### config.mk
export PLATFORM = sky130hd
export DESIGN_NAME = axum_host_arb
export DESIGN_NICKNAME = d
export VERILOG_FILES = /design/src/rtl/axum_host_arb.sv
export SDC_FILE = /design/constraint.sdc
export NUM_CORES = 1
export LEC_CHECK = 0
export ABC_CLOCK_PERIOD_IN_PS = 3200
export CORE_AREA = 2 2 113 115
export DETAILED_ROUTE_END_ITERATION = 6
export DIE_AREA = 0 0 115 117
export GPL_TIMING_DRIVEN = 0
export PLACE_DENSITY_LB_ADDON = 0.12
export SETUP_SLACK_MARGIN = 0.2
export SLEW_MARGIN = 10
export SYNTH_ARGS = -nofsm -noshare
export SYNTH_HDL_FRONTEND = slang
export SYNTH_SLANG_ARGS = --single-unit
export TNS_END_PERCENT = 30
### constraint.sdc
create_clock -name clk_i -period 3.2 [get_ports clk_i]
set_clock_uncertainty 0.15 [all_clocks]
set_input_delay 0.48 -clock clk_i [delete_from_list [all_inputs] [get_ports clk_i]]
set_output_delay 0.48 -clock clk_i [all_outputs]
set_load 0.01 [all_outputs]
### src/rtl/axum_host_arb.sv
// axum_host_arb: shares one bus host port between NrHosts OBI requesters and routes
// in-order responses back by host ID. Define AXUM_ARB_FIXED_PRIO_EN for fixed priority (host 0 wins).
module axum_host_arb #(
  parameter int NrHosts        = 2,
  parameter int DataWidth      = 32,
  parameter int AddressWidth   = 32,
  parameter int MaxOutstanding = 2
) (
  input  logic                            clk_i,
  input  logic                            rst_ni,
  input  logic [NrHosts-1:0]              host_req_i,
  output logic [NrHosts-1:0]              host_gnt_o,
  input  logic [NrHosts*AddressWidth-1:0] host_addr_i,
  input  logic [NrHosts-1:0]              host_we_i,
  input  logic [NrHosts*4-1:0]            host_be_i,
  input  logic [NrHosts*DataWidth-1:0]    host_wdata_i,
  output logic [NrHosts-1:0]              host_rvalid_o,
  output logic [DataWidth-1:0]            host_rdata_o,
  output logic [NrHosts-1:0]              host_err_o,
  output logic                            bus_req_o,
  input  logic                            bus_gnt_i,
  output logic [AddressWidth-1:0]         bus_addr_o,
  output logic                            bus_we_o,
  output logic [3:0]                      bus_be_o,
  output logic [DataWidth-1:0]            bus_wdata_o,
  input  logic                            bus_rvalid_i,
  input  logic [DataWidth-1:0]            bus_rdata_i,
  input  logic                            bus_err_i,
  output logic                            unexp_rsp_o
);

  localparam int IdW  = (NrHosts > 1) ? $clog2(NrHosts) : 1;
  localparam int PtrW = (MaxOutstanding > 1) ? $clog2(MaxOutstanding) : 1;
  localparam int CntW = $clog2(MaxOutstanding + 1);

  typedef enum logic {ARB_IDLE, ARB_WAIT} state_e;

  state_e         state_q;
  logic [IdW-1:0] sel_q;
  logic [IdW-1:0] sel;
  logic           found;
  logic [IdW-1:0] fifo_q [MaxOutstanding];
  logic [PtrW-1:0] wr_ptr_q, rd_ptr_q;
  logic [CntW-1:0] count_q;
  logic           unexp_q;
  logic           can_issue, push, pop;
  logic [IdW-1:0] head;
`ifndef AXUM_ARB_FIXED_PRIO_EN
  logic [IdW-1:0] rr_ptr_q;
`endif

  function automatic logic [PtrW-1:0] ptr_inc(input logic [PtrW-1:0] p);
    return (p == PtrW'(MaxOutstanding - 1)) ? '0 : p + PtrW'(1);
  endfunction

  // No bypass: a pop this cycle does not free a slot until the next one.
  assign can_issue = (count_q < CntW'(MaxOutstanding));

  always_comb begin
    int idx;
    idx   = 0;
    found = 1'b0;
    sel   = sel_q;
    if (state_q == ARB_WAIT) begin
      found = 1'b1;
    end else if (can_issue) begin
      for (int k = 0; k < NrHosts; k++) begin
`ifdef AXUM_ARB_FIXED_PRIO_EN
        idx = k;
`else
        idx = (int'(rr_ptr_q) + k) % NrHosts;
`endif
        if (!found && host_req_i[idx]) begin
          found = 1'b1;
          sel   = IdW'(idx);
        end
      end
    end
  end

  assign push = found & bus_gnt_i;
  assign pop  = bus_rvalid_i & (count_q != '0);
  assign head = fifo_q[rd_ptr_q];

  always_comb begin
    host_gnt_o    = '0;
    host_rvalid_o = '0;
    host_err_o    = '0;
    for (int i = 0; i < NrHosts; i++) begin
      host_gnt_o[i]    = push && (sel == IdW'(i));
      host_rvalid_o[i] = pop && (head == IdW'(i));
      host_err_o[i]    = pop && bus_err_i && (head == IdW'(i));
    end
  end

  assign bus_req_o    = found;
  assign bus_addr_o   = host_addr_i[int'(sel)*AddressWidth +: AddressWidth];
  assign bus_we_o     = host_we_i[sel];
  assign bus_be_o     = host_be_i[int'(sel)*4 +: 4];
  assign bus_wdata_o  = host_wdata_i[int'(sel)*DataWidth +: DataWidth];
  assign host_rdata_o = bus_rdata_i;
  assign unexp_rsp_o  = unexp_q;

  always_ff @(posedge clk_i or negedge rst_ni) begin
    if (!rst_ni) begin
      state_q  <= ARB_IDLE;
      sel_q    <= '0;
      wr_ptr_q <= '0;
      rd_ptr_q <= '0;
      count_q  <= '0;
      unexp_q  <= 1'b0;
`ifndef AXUM_ARB_FIXED_PRIO_EN
      rr_ptr_q <= '0;
`endif
      for (int i = 0; i < MaxOutstanding; i++) fifo_q[i] <= '0;
    end else begin
      case (state_q)
        ARB_IDLE: if (found && !bus_gnt_i) begin
          state_q <= ARB_WAIT;
          sel_q   <= sel;
        end
        ARB_WAIT: if (bus_gnt_i) state_q <= ARB_IDLE;
        default:  state_q <= ARB_IDLE;
      endcase
      if (push) begin
        fifo_q[wr_ptr_q] <= sel;
        wr_ptr_q         <= ptr_inc(wr_ptr_q);
`ifndef AXUM_ARB_FIXED_PRIO_EN
        rr_ptr_q <= (sel == IdW'(NrHosts - 1)) ? '0 : sel + IdW'(1);
`endif
      end
      if (pop) rd_ptr_q <= ptr_inc(rd_ptr_q);
      case ({push, pop})
        2'b10:   count_q <= count_q + CntW'(1);
        2'b01:   count_q <= count_q - CntW'(1);
        default: count_q <= count_q;
      endcase
      if (bus_rvalid_i && count_q == '0) unexp_q <= 1'b1;
    end
  end

endmodule
* Word level (Yosys, flattened, before mapping)
Cells that the tools add are included.
** Word-level totals
- Flip-flop bits (word level) :: 10
- Bits of input ports :: 177
- Output and inout port bits :: 109
- Logic and storage cells :: 82
** Operators by class
- Add/sub/neg operators :: 6
- $lt $le $gt $ge :: 7
- Equality and inequality tests :: 2
- Shifts and indexed selects :: 3
- Multiplexer cells :: 30
- Bitwise operators :: 8
- Reduce and logical (&&, ||, !) cells :: 17
** Operator list (count)
- $shiftx 64x7->32 :: 2
- $mux 1 :: 26
- $logic_and 1x1->1 :: 11
- $shiftx 8x4->4 :: 1
- $add 1x1->1 const B :: 4
- $ge 2x2->1 const B :: 2
- $lt 1x2->1 const B :: 2
- $not 1->2 :: 2
- $pmux 2 s2 :: 1
- $reduce_bool 2->1 :: 2
- $lt 2x3->1 const B :: 1
- $not 1->1 :: 3
- $add 2x1->2 const B :: 1
- $and 1x1->1 :: 2
- $bwmux 2 :: 1
- $eq 2x1->1 const B :: 1
- $eq 2x2->1 const B :: 1
- $logic_not 1->1 :: 2
- $logic_not 2->1 :: 1
- $lt 2x1->1 const B :: 1
- $lt 2x2->1 const B :: 1
- $pmux 1 s2 :: 1
- $reduce_and 2->1 :: 1
- $sub 2x1->2 const B :: 1
- other kinds (2) :: 2

* Depth between registers and ports, before layout
Gate-level depths: netlist of the first run.
- Depth in word-level cells :: 13
- Depth in mapped cells :: 6
- Depth with buffers taken out :: 6

* Least setup slack after synthesis of the first run
Ideal clock, no wire load.
- Path type :: input -> output
- Start point :: input host_req_i[0]
- End point :: output bus_addr_o[0]
- Arrival time :: 1.756 ns
- Required time :: 2.570 ns
- Slack :: 0.814 ns
- Cell stages on the path :: 5
- Path through :: or4b_1 -> o2111a_1 -> buf_6 -> buf_6 -> mux2_4
** On the way
- Longest elaborated chain between the ends :: 11
- Elaborated cells on any way between the ends :: 15
- Those cells by class :: 1 x shift; 12 x mux; 2 x reduce/logical
** RTL lines
- start: declaration :: line 11 : input logic [NrHosts-1:0] host_req_i,
- $mux 1 (implied by the code) (2 in series) :: line 73 : if (!found && host_req_i[idx]) begin
- $mux 1 :: line 73
- $mux 1 :: line 66 : end else if (can_issue) begin
- $mux 1 :: line 64 : if (state_q == ARB_WAIT) begin
- $logic_not 1->1 :: line 73
- $logic_and 1x1->1 :: line 73
- $mux 1 (*) :: line 73
- $mux 1 (*) :: line 66
- $mux 1 (*) :: line 64
- $shiftx 64x7->32 (*) :: line 97 : assign bus_addr_o = host_addr_i[int'(sel)*AddressWidth +: AddressWidth];
- end: declaration :: line 22 : output logic [AddressWidth-1:0] bus_addr_o,
Mark *: on every way between the ends. The rest lies on a longest branch, timed or not. The select of a mux whose other input is x is not followed.

* Final worst setup path of the first run
- Start point :: input host_req_i[0]
- End point :: output bus_wdata_o[27]
** On the way
- Longest elaborated chain between the ends :: 11
- Elaborated cells on any way between the ends :: 15
- Those cells by class :: 1 x shift; 12 x mux; 2 x reduce/logical
** RTL lines
- $mux 1 (implied by the code) (2 in series) :: line 73
- $mux 1 :: line 73
- $mux 1 :: line 66
- $mux 1 :: line 64
- $logic_not 1->1 :: line 73
- $logic_and 1x1->1 :: line 73
- $mux 1 (*) :: line 73
- $mux 1 (*) :: line 66
- $mux 1 (*) :: line 64
- $shiftx 64x7->32 (*) :: line 100 : assign bus_wdata_o = host_wdata_i[int'(sel)*DataWidth +: DataWidth];
- end: declaration :: line 25 : output logic [DataWidth-1:0] bus_wdata_o,
Marked as above.

==> impl_metrics.py, run 1 <==
metrics = {
    "logic_synthesis": {
        "postSynthCellCount": 156,
        "ys_seq_elements": 10,
        "ys_warn_count": 0,
        "synth_area_leaders": "mux2_4 (37%), mux2_2 (16%), dfrtp_1 (14%)",
        "synth_common_cells": "mux2_4 (44), buf_4 (32), mux2_2 (26), dfrtp_1 (10), buf_6 (6)",
        "yosysTopAreaCell": "mux2_4",
        "synthesis.area_sq_um": 1778,
        "syn_nets": 334,
        "synth.top_cell.area_share": 0.3716,
        "yosysMostFrequentCell": "mux2_4",
        "synth.distinct_cells": 24,
        "synth_edf_count": 0,
        "seq_area_frac_synth": 0.1407,
        "ys.flop_type": "dfrtp_1",
        "async_reset_ff_frac": 1.000,
        "synth.avg_cell_area_sq_um": 11.40,
    },
    "floorplanning": {
        "core_region_area_sq_um": 12310,
        "die_h_um": 117,
        "fp-row-count": 41,
        "pin_count": 286,
        "die-area_sq_um": 13460,
        "fp.dieW_um": 115,
        "start_util": 0.1444,
    },
    "timing": {
        "final.period_utilization": 0.9157,
        "rsz0062_at_grt": "yes",
        "holdWs_ns": 0.3042,
        "fin_crit_ns": 2.930,
        "maxSlewViolCount": 0,
        "max_slew_margin": 0.6233,
        "setup_violations": 0,
        "setup_slack_ns": 0.2697,
        "hold_viol_final": 0,
        "max_freq_mhz": 341.3,
        "tightest_slew_ns": 0.5591,
    },
    "global_route": {
        "grt_pass1_vias": 2123,
        "grt_pass1_wl_mm": 11.32,
        "grt_usage": 0.1080,
        "top_usage_layer": "met2",
        "met2_usage": 0.2067,
        "use_met3": 0.02935,
        "grt.overflow.total": 0,
        "antenna_found_initial": 0,
        "grt_max_degree": 11,
        "gr-usage-met1": 0.1227,
    },
    "final_layout": {
        "area_delta_synth_final_pct": 158.1,
        "ff_latch_area_sq_um": 250.2,
        "num-nets-final": 594,
        "nFillCells": 1251,
        "multi_input_area_sq_um": 1196,
        "design_area_sq_um": 4588,
        "stdcell_count": 565,
        "n_antenna_cell": 0,
        "drive_gt1_frac": 0.2867,
    },
    "place": {
        "placedInstanceArea_sq_um": 4498,
        "pre_cts_ws_ns": -0.2672,
        "portBuffers": 253,
        "post-dp-hpwl_mm": 7.465,
        "gp_congestion": 0.7115,
        "placed_cells": 559,
    },
    "setup_path": {
        "required_ns": 2.57,
        "criticalPathCategory": "in -> out",
        "worst_ep_arrival_time_ns": 2.30,
        "end_kind": "output pin",
        "path_max_fanout": 10,
        "startpoint_type": "primary input",
    },
    "power_and_ir_drop": {
        "p_leak_nw": 2.009,
        "clkPwrFrac": 0.097,
        "p_per_area_nw_per_um2": 551.1,
        "intPower_mw": 1.636,
        "p_sw_mw": 0.8925,
        "seq_power_share": 0.091,
        "power_frac_comb": 0.812,
        "swShare": 0.3530,
        "vdd_drop_max_uv": 329.5,
        "total_power_mw": 2.528,
    },
    "clock_tree": {
        "htree_levels": 1,
        "cts_buffer_depth": 2,
        "cts_tree": "built",
        "cts_buffers": 3,
        "ctsHoldBuffers": 0,
        "clock_latency_ns": 0.23,
        "numClockSinks": 10,
        "cts_root_buf": "clkbuf_16",
        "clk_pin_slew_ns": 0.04,
    },
    "job": {
        "drv_cap": 0,
    },
    "route": {
        "num_vias": 2134,
        "drtAntennaViolNets": 0,
        "post_drt_wl_per_cell_um": 14.92,
        "drt_first_pass_iters": 4,
        "drt_iter0_markers": 34,
        "route.detailed.drc": 0,
        "finalWirelength_mm": 8.429,
        "viasPerCell": 3.777,
    },
    "worst_hold_path": {
        "hold_class": "reg -> reg",
    },
    "run_status": {
        "outcome": "finished clean",
    },
}
==> cell families (layout without fill, tap and decap cells) <==
group / after synthesis / count (layout) / share of synthesized area
fa+ha+maj: 1 / 1 / 0.007036
flops: 10 / 10 / 0.1407
compound gates: 8 / 8 / 0.03167
buf+inv: 44 / 303 / 0.1872
simple gates: 14 / 14 / 0.04996
mux: 74 / 74 / 0.5588
xor+xnor: 5 / 5 / 0.02463
==> critical path, stage by stage <==
cell	delay [ns]
dlygate4sd2_1	0.26
or4b_1	0.51
o2111a_2	0.17
buf_12	0.15
buf_8	0.15
mux2_4	0.29
dlygate4sd2_1	0.29
==> cell type report <==
type                       instances  area share
inverter                           4    0.003272
sequential                        10     0.05454
tap                              150     0.04091
clock buffer                       4     0.01936
multi-input combinational        102      0.2607
timing repair buffer             255      0.5440
buffer                            40     0.07717
==> power by group through the flow <==
stage | combinational [mW] | sequential, mW | clock, mW
final | 2.05 | 0.229 | 0.246
after global routing | 2.21 | 0.237 | 0.260
after CTS | 2.09 | 0.230 | 0.251
after detailed placement | 2.19 | 0.230 | 0
after global placement | 2.19 | 0.229 | 0
after floorplan | 1.20 | 0.218 | 0
==> state kept, by name, summed over array words and instances (netlist names) <==
signal       count
count_q          2
fifo_q           2
rd_ptr_q         1
rr_ptr_q         1
sel_q            1
state_q          1
unexp_rsp_o      1
wr_ptr_q         1
==> metrics by stage <==
stage / util / TNS [ns]
global route: 0.3727 / 0
global placement: 0.3653 / -10.51
detailed placement: 0.3653 / -11.97
finish: 0.3727 / 0
CTS: 0.3719 / 0
floorplan: - / 0
==> routing by layer <==
metal  part of all wire  wire length (um)
met5                  0                 0
met3               0.11               905
met2               0.53              4475
met1               0.36              3015
met4             0.0039                33
==> worst paths after layout <==
kind                            slack [ns]  cells past startpoint              end     startpoint
worst max register to register        1.25                      5         rr_ptr_q     count_q[1]
min in group asynchronous             0.42                      1      unexp_rsp_o         rst_ni
max in group asynchronous             2.17                      1          state_q         rst_ni
worst min register to register        0.30                      1      unexp_rsp_o    unexp_rsp_o
worst min-delay path                  0.30                      1      unexp_rsp_o    unexp_rsp_o
worst max-delay path                  0.27                      7  bus_wdata_o[27]  host_req_i[0]
==> timing repair <==
item / in CTS / in global routing
buffers inserted: 2 / 0
endpoints found under the hold margin: 0 / 0
setup endpoints to repair: 71 / 28
resized for setup: 108 / 8
pin swaps: 1 / 0
==> cells in the final DEF (no fill, tap or decap), types with 2 or more instances in the layout <==
| master | netlist | layout |
|---|---|---|
| clkdlybuf4s50_1 | 0 | 180 |
| mux2_4 | 44 | 44 |
| dlygate4sd2_1 | 0 | 41 |
| buf_4 | 32 | 34 |
| clkdlybuf4s15_1 | 0 | 32 |
| mux2_2 | 26 | 26 |
| dfrtp_1 | 10 | 10 |
| inv_1 | 4 | 4 |
| buf_8 | 0 | 4 |
| mux2i_1 | 4 | 4 |
| nor2_1 | 4 | 4 |
| xnor2_1 | 4 | 4 |
| o21ai_0 | 3 | 3 |
| buf_6 | 6 | 3 |
| nor2b_1 | 3 | 3 |
| clkbuf_16 | 0 | 3 |
| nor3b_1 | 2 | 2 |
| and3_1 | 2 | 2 |
(Power assumes the default switching activity.)
==> run 2: changes to the inputs <==
--- a/config.mk
+++ b/config.mk
@@ -12,7 +12,6 @@
 export GPL_TIMING_DRIVEN = 0
 export PLACE_DENSITY_LB_ADDON = 0.12
 export SETUP_SLACK_MARGIN = 0.2
-export SLEW_MARGIN = 10
 export SYNTH_ARGS = -nofsm -noshare
 export SYNTH_HDL_FRONTEND = slang
 export SYNTH_SLANG_ARGS = --single-unit
==> results of run 2 <==
No change in the layout: final DEF, timing and power equal those of run 1.
==> run 3: changes to the inputs <==
--- a/config.mk
+++ b/config.mk
@@ -10,6 +10,7 @@
 export DETAILED_ROUTE_END_ITERATION = 6
 export DIE_AREA = 0 0 115 117
 export GPL_TIMING_DRIVEN = 0
+export HOLD_SLACK_MARGIN = 0.06
 export PLACE_DENSITY_LB_ADDON = 0.12
 export SETUP_SLACK_MARGIN = 0.2
 export SYNTH_ARGS = -nofsm -noshare
==> results of run 3 <==
No change in the layout: final DEF, timing and power equal those of run 1.
